<file path="src/rtl/bram_burst_reader.sv">
// bram_burst_reader
//   Inferred single-port block RAM with a host write port and a burst-read
//   engine. A burst streams BURST_LEN+1 words starting at START_ADDR over a
//   valid/ready interface. It runs once, or loops until aborted, and it honours
//   backpressure from the consumer.
// Ports
//   clka, rsta_n                     clock (rising edge), async active-low reset
//   wr_en, wr_addr, wr_data          host write; accepted only while idle
//   start, start_addr, burst_len,    burst request, captured on the start edge
//   loop_mode
//   abort                            stop the burst and flush buffered words
//   busy, done, wr_err               status; done and wr_err are 1-cycle pulses
//   out_valid, out_ready,            output stream; out_addr is the address
//   out_data, out_addr               that out_data was read from
module bram_burst_reader #(
  parameter int    DATA_W    = 8,
  parameter int    ADDR_W    = 8,
  parameter string INIT_FILE = ""
) (
  input  logic              clka,
  input  logic              rsta_n,
  input  logic              wr_en,
  input  logic [ADDR_W-1:0] wr_addr,
  input  logic [DATA_W-1:0] wr_data,
  input  logic              start,
  input  logic [ADDR_W-1:0] start_addr,
  input  logic [ADDR_W-1:0] burst_len,
  input  logic              loop_mode,
  input  logic              abort,
  output logic              busy,
  output logic              done,
  output logic              wr_err,
  output logic              out_valid,
  input  logic              out_ready,
  output logic [DATA_W-1:0] out_data,
  output logic [ADDR_W-1:0] out_addr
);

  typedef enum logic [1:0] {S_IDLE, S_READ, S_DRAIN} state_t;

  typedef struct packed {
    logic [ADDR_W-1:0] addr;
    logic [DATA_W-1:0] data;
  } word_t;

  state_t state, state_nx;

  logic [DATA_W-1:0] mem [0:(1<<ADDR_W)-1];
  logic [DATA_W-1:0] ram_q;

  logic [ADDR_W-1:0] base_q, len_q, iss_addr, iss_cnt, rd_addr_q;
  logic              loop_q, rd_vld;
  logic [ADDR_W:0]   acc_cnt;   // words accepted; needs one extra bit for full-RAM bursts
  word_t             buf0, buf1, rd_word;
  logic [1:0]        cnt;       // buffered words, 0..2
  logic [1:0]        occ;
  logic              pop, issue, last_iss, wr_fire, last_acc;

  assign busy      = (state != S_IDLE);
  assign out_valid = (cnt != 2'd0);
  assign out_data  = buf0.data;
  assign out_addr  = buf0.addr;
  assign pop       = out_valid & out_ready;
  assign wr_fire   = wr_en & (state == S_IDLE);
  assign rd_word   = '{addr: rd_addr_q, data: ram_q};
  assign last_iss  = (iss_cnt == len_q);
  assign last_acc  = ((acc_cnt + {{ADDR_W{1'b0}}, pop}) == ({1'b0, len_q} + 1'b1));

  // Occupancy the buffer will have after this edge. A word accepted this cycle
  // frees its slot in time for the read issued now, which is what allows one
  // word per cycle while a 2-entry buffer still never overflows.
  assign occ   = cnt + {1'b0, rd_vld} - {1'b0, pop};
  assign issue = (state == S_READ) && !abort && (occ < 2'd2);

  // RAM: write port only used while idle, read port only while reading, so a
  // single physical port is enough.
  always_ff @(posedge clka) begin
    if (wr_fire) mem[wr_addr] <= wr_data;
    if (issue)   ram_q <= mem[iss_addr];
  end

  always_ff @(posedge clka or negedge rsta_n) begin
    if (!rsta_n) state <= S_IDLE;
    else         state <= state_nx;
  end

  always_comb begin
    state_nx = state;
    case (state)
      S_IDLE:  if (start) state_nx = S_READ;
      S_READ:  if (abort) state_nx = S_IDLE;
               else if (issue && last_iss && !loop_q) state_nx = S_DRAIN;
      // leave on the edge that accepts the final word, so done and the
      // falling busy coincide with it
      S_DRAIN: if (abort || (pop && last_acc)) state_nx = S_IDLE;
      default: state_nx = S_IDLE;
    endcase
  end

  always_ff @(posedge clka or negedge rsta_n) begin
    if (!rsta_n) begin
      done      <= 1'b0;
      wr_err    <= 1'b0;
      base_q    <= '0;
      len_q     <= '0;
      loop_q    <= 1'b0;
      iss_addr  <= '0;
      iss_cnt   <= '0;
      acc_cnt   <= '0;
      rd_vld    <= 1'b0;
      rd_addr_q <= '0;
      buf0      <= '0;
      buf1      <= '0;
      cnt       <= 2'd0;
    end else begin
      done   <= (state == S_DRAIN) && !abort && (state_nx == S_IDLE);
      wr_err <= wr_en & busy;

      if (state == S_IDLE) begin
        if (start) begin
          base_q   <= start_addr;
          len_q    <= burst_len;
          loop_q   <= loop_mode;
          iss_addr <= start_addr;
          iss_cnt  <= '0;
          acc_cnt  <= '0;
        end
      end else begin
        if (issue) begin
          if (last_iss) begin
            iss_addr <= base_q;
            iss_cnt  <= '0;
          end else begin
            iss_addr <= iss_addr + 1'b1;
            iss_cnt  <= iss_cnt + 1'b1;
          end
        end
        if (pop) acc_cnt <= acc_cnt + 1'b1;
      end

      rd_vld <= issue;
      if (issue) rd_addr_q <= iss_addr;

      if (abort && busy) begin
        cnt <= 2'd0;            // in-flight read is dropped via rd_vld <= issue (0)
      end else begin
        case ({rd_vld, pop})
          2'b10: begin
            if (cnt == 2'd0) buf0 <= rd_word;
            else             buf1 <= rd_word;
            cnt <= cnt + 1'b1;
          end
          2'b01: begin
            buf0 <= buf1;
            cnt  <= cnt - 1'b1;
          end
          2'b11: begin
            if (cnt == 2'd1) buf0 <= rd_word;
            else begin
              buf0 <= buf1;
              buf1 <= rd_word;
            end
          end
          default: ;
        endcase
      end
    end
  end

endmodule

</file>
<file path="config.mk">
export PLATFORM = sky130hd
export DESIGN_NAME = bram_burst_reader
export DESIGN_NICKNAME = d
export VERILOG_FILES = /design/src/rtl/bram_burst_reader.sv
export SDC_FILE = /design/constraint.sdc
export NUM_CORES = 2
export LEC_CHECK = 0
export BUFFER_PORTS_ARGS = -buffer_cell sky130_fd_sc_hd__buf_4
export CAP_MARGIN = 15
export CORE_MARGIN = 10
export CORE_UTILIZATION = 40
export DETAILED_ROUTE_END_ITERATION = 16
export GPL_ROUTABILITY_DRIVEN = 0
export PLACE_DENSITY = 0.58
export SLEW_MARGIN = 20
export SYNTH_ARGS = -nofsm -noshare
export SYNTH_HDL_FRONTEND = slang
export SYNTH_SLANG_ARGS = --single-unit
</file>
<file path="constraint.sdc">
create_clock -name clka -period 5.25 [get_ports clka]
set_input_delay 0.2625 -clock clka [delete_from_list [all_inputs] [get_ports clka]]
set_output_delay 0.2625 -clock clka [all_outputs]
set_load 0.005 [all_outputs]
</file>
==> metrics.md <==
| Metric | Value |
|---|---|
| Rows | `168` |
| Final setup TNS | `0 ps` |
| Port buffer count | `58` |
| H-tree level count | `4` |
| Buffers from clock root to sink, at most | `3` |
| Required time of the critical path | `5680 ps` |
| NumNets Final | `4352` |
| Worst hold path class | `in -> reg` |
| Hold_buf cts | `24` |
| Category of the critical setup timing path | `reg -> reg` |
| Insertion delay of the later-clocked pin in the worst-skew pair | `840 ps` |
| Leakage Power | `29.6 nW` |
| Number of max-slew violations in the final report | `0` |
| Remaining number of nets flagged by the antenna check after routing | `0` |
| Global routing met3 resource utilization | `3.85%` |
| Starting Density | `40.2%` |
| Synth Cell Area | `84400 µm²` |
| Area occupied by multi-input gates | `19000 µm²` |
| Post-layout min period | `4370 ps` |
| Top-level port count | `59` |
| Met1 usage in global routing | `28.0%` |
| Sequential fraction of the synthesis area | `75.8%` |
| CTS tree | `built` |
| Area taken by flip-flops and latches | `64000 µm²` |
| Total DRC errors in the routed layout | `0` |
| GRT Max-Usage Layer | `met2` |
| Setup slack of the critical path after layout | `884 ps` |
| Sum of internal, switching and leakage power | `0.0479 W` |
| Pin count of the biggest net entering global routing | `185` |
| Avg WL per Cell | `31.1 µm` |
| Placed wire-length estimate | `139 mm` |
| Final setup fails | `0` |
| Wire length of the first global-routing pass | `324 mm` |
| Utilization after layout | `45.4%` |
| Max Clock Freq | `0.229 GHz` |
| Overall Global Routing Usage | `19.3%` |
| Number of vias per cell | `5.84` |
| Max-cap viol count | `0` |
| Die Area | `230000 µm²` |
| Crit path max fanout | `17` |
| Unrepaired setup endpoints after global routing | `false` |
| Most frequent cells in the layout | `sky130_fd_sc_hd__edfxtp_1 (2056), sky130_fd_sc_hd__mux4_2 (501), sky130_fd_sc_hd__nor2_1 (323)` |
| Hold violation count in the final report | `0` |
| Area of all placed cells without fillers | `95300 µm²` |
| Number of storage elements in the synthesis netlist | `2145` |
| Actual transition at the worst max-transition pin | `1100 ps` |
| Post-Syn Instances | `4120` |
| Top FF cell, synth | `sky130_fd_sc_hd__edfxtp_1` |
| Height of the chip | `479 µm` |
| Gates resized, CTS repair | `0` |
| Share of post-route cells with drive strength above 1 | `23.3%` |
| Ys async rst share | `4.15%` |
| Share of the cycle needed by the critical path after routing | `83.2%` |
| Placement Setup Slack | `986 ps` |
| Inserted Clock Buffers | `216` |
| TritonCTS Sinks | `2145` |
| Number of post-CTS setup repair buffers | `0` |
| Antenna violations before repair | `5` |
| Initial DRT Pass Iterations | `5` |
| Layout fillers | `17700` |
| Most common library cell in the layout ignoring fill and taps | `sky130_fd_sc_hd__edfxtp_1` |
| Startpoint type of the worst setup path | `flop` |
| Vias in the first global route | `42500` |
| Total number of vias | `42600` |
| Power density over the cells | `503 nW/µm²` |
| Placed instance area | `88300 µm²` |
| Worst Setup End Kind | `flop` |
| Area growth, synth to finish | `13.0%` |
| Horizontal extent of the die | `479 µm` |
| Remaining Overflow, GRT | `0` |
| Met2 layer usage reported by global route | `29.9%` |
| Result of the run | `completed` |
| Final Routed Wirelength | `227 mm` |
| Syn_nets | `4173` |
| Post-synth cell types | `71` |
| Root Buffer | `sky130_fd_sc_hd__clkbuf_16` |
| Core Footprint | `210000 µm²` |
| Iteration-0 DRC count of the detailed router | `5103` |
| Number of synthesized flops with an enable pin | `2056` |
| Mapped Avg Cell Area | `20.5 µm²` |
| Clock Skews | `50.6 ps` |
| Clk pin slew, worst setup/hold paths | `60 ps` |
| Max-slew headroom at the worst pin | `26.6%` |
| Number of warnings printed during yosys synthesis | `0` |
| Peak supply drop | `0.325 mV` |
| Worst EP arrival | `4790 ps` |
-- layer usage --
layer	part of all wire [%]	routed length [µm]
met1	42	95200
met2	47	106000
met3	8.5	19300
met4	2.9	6510
met5	0	0
-- sequential cells by signal, summed over array words and instances, names as in the netlist, 2 cells and up --
name	count
base_q	8
iss_cnt	8
out_data	8
acc_cnt	9
mem	2048
state	2
ram_q	8
buf1	16
iss_addr	8
cnt	2
out_addr	8
rd_addr_q	8
len_q	8
-- cell families after synthesis --
group | Yosys count | synth area share (%)
flip-flops | 2145 | 75.8
buffers and inverters | 261 | 1.76
AO/OA/AOI/OAI | 387 | 3.10
XOR/XNOR | 44 | 0.489
adder cells (fa/ha/maj) | 14 | 0.208
AND/OR/NAND/NOR | 572 | 2.89
multiplexers | 697 | 15.7
-- critical path, stage by stage, from the launching register on --
cell and delay (ps):
sky130_fd_sc_hd__dfrtp_1 410, sky130_fd_sc_hd__nor2_2 260, sky130_fd_sc_hd__and2_1 870, sky130_fd_sc_hd__nand4_1 1020, sky130_fd_sc_hd__buf_4 590, sky130_fd_sc_hd__nor2_1 760
-- stage by stage --
step,hold slack (ps),cells
final,33.5,7291
after global routing,46.0,7290
after CTS,17.7,7288
after detailed placement,320,6861
after global placement,312,6861
after floorplan,-33.1,4120
-- final cells by class --
class                      count  area share [%]
antenna                        2         0.00525
multi-input combinational   1714            20.0
sequential                  2145            67.1
tap                         2805            3.68
clock buffer                 288            6.06
inverter                      14          0.0577
timing repair buffer         208            2.05
clock inverter               115            1.07
-- final timing paths --
path / start / to / slack [ps] / cells past startpoint
setup reg to reg: state[1]$_DFF_PN0_ / mem[142][6]$_DFFE_PP_ / 880 / 5
min in group asynchronous: rsta_n / len_q[2]$_DFFE_PN0P_ / 510 / 4
hold / removal: wr_data[6] / mem[233][6]$_DFFE_PP_ / 30 / 1
setup / recovery: state[1]$_DFF_PN0_ / mem[142][6]$_DFFE_PP_ / 880 / 5
hold reg to reg: buf1[15]$_DFFE_PN0P_ / buf1[15]$_DFFE_PN0P_ / 500 / 1
max in group asynchronous: rsta_n / out_data[6]$_DFFE_PN0P_ / 4150 / 4
-- synthesized netlist by cell type, types with 13 or more instances --
cell type | n | area (µm²)
sky130_fd_sc_hd__edfxtp_1 | 2056 | 61700
sky130_fd_sc_hd__mux4_2 | 501 | 11300
sky130_fd_sc_hd__nor2_1 | 328 | 1230
sky130_fd_sc_hd__mux2i_1 | 160 | 1600
sky130_fd_sc_hd__clkbuf_1 | 113 | 424
sky130_fd_sc_hd__a21oi_1 | 110 | 551
sky130_fd_sc_hd__nand2_1 | 110 | 413
sky130_fd_sc_hd__dfrtp_1 | 89 | 2230
sky130_fd_sc_hd__a22oi_1 | 56 | 420
sky130_fd_sc_hd__buf_2 | 52 | 260
sky130_fd_sc_hd__nand3_1 | 49 | 245
sky130_fd_sc_hd__o21ai_0 | 48 | 240
sky130_fd_sc_hd__a221oi_1 | 43 | 377
sky130_fd_sc_hd__mux2_2 | 36 | 405
sky130_fd_sc_hd__buf_6 | 29 | 327
sky130_fd_sc_hd__a211oi_1 | 24 | 180
sky130_fd_sc_hd__buf_4 | 22 | 165
sky130_fd_sc_hd__xor2_1 | 22 | 193
sky130_fd_sc_hd__nand4_1 | 21 | 131
sky130_fd_sc_hd__buf_1 | 20 | 75.1
sky130_fd_sc_hd__xnor2_1 | 20 | 175
sky130_fd_sc_hd__nor2b_1 | 18 | 113
sky130_fd_sc_hd__o22ai_1 | 15 | 93.8
sky130_fd_sc_hd__ha_1 | 14 | 175
sky130_fd_sc_hd__o221ai_1 | 14 | 123
sky130_fd_sc_hd__o211ai_1 | 13 | 97.6
-- power breakdown --
part	switching [W]	total, W	internal (W)	leakage, nW
registers	0.000589	0.0197	0.0191	19.6
clock network	0.00651	0.0149	0.00842	3.31
logic	0.00793	0.0134	0.00543	6.71
total	0.0150	0.0479	0.0329	29.6
Note: power is estimated with default switching activity, not from simulation.
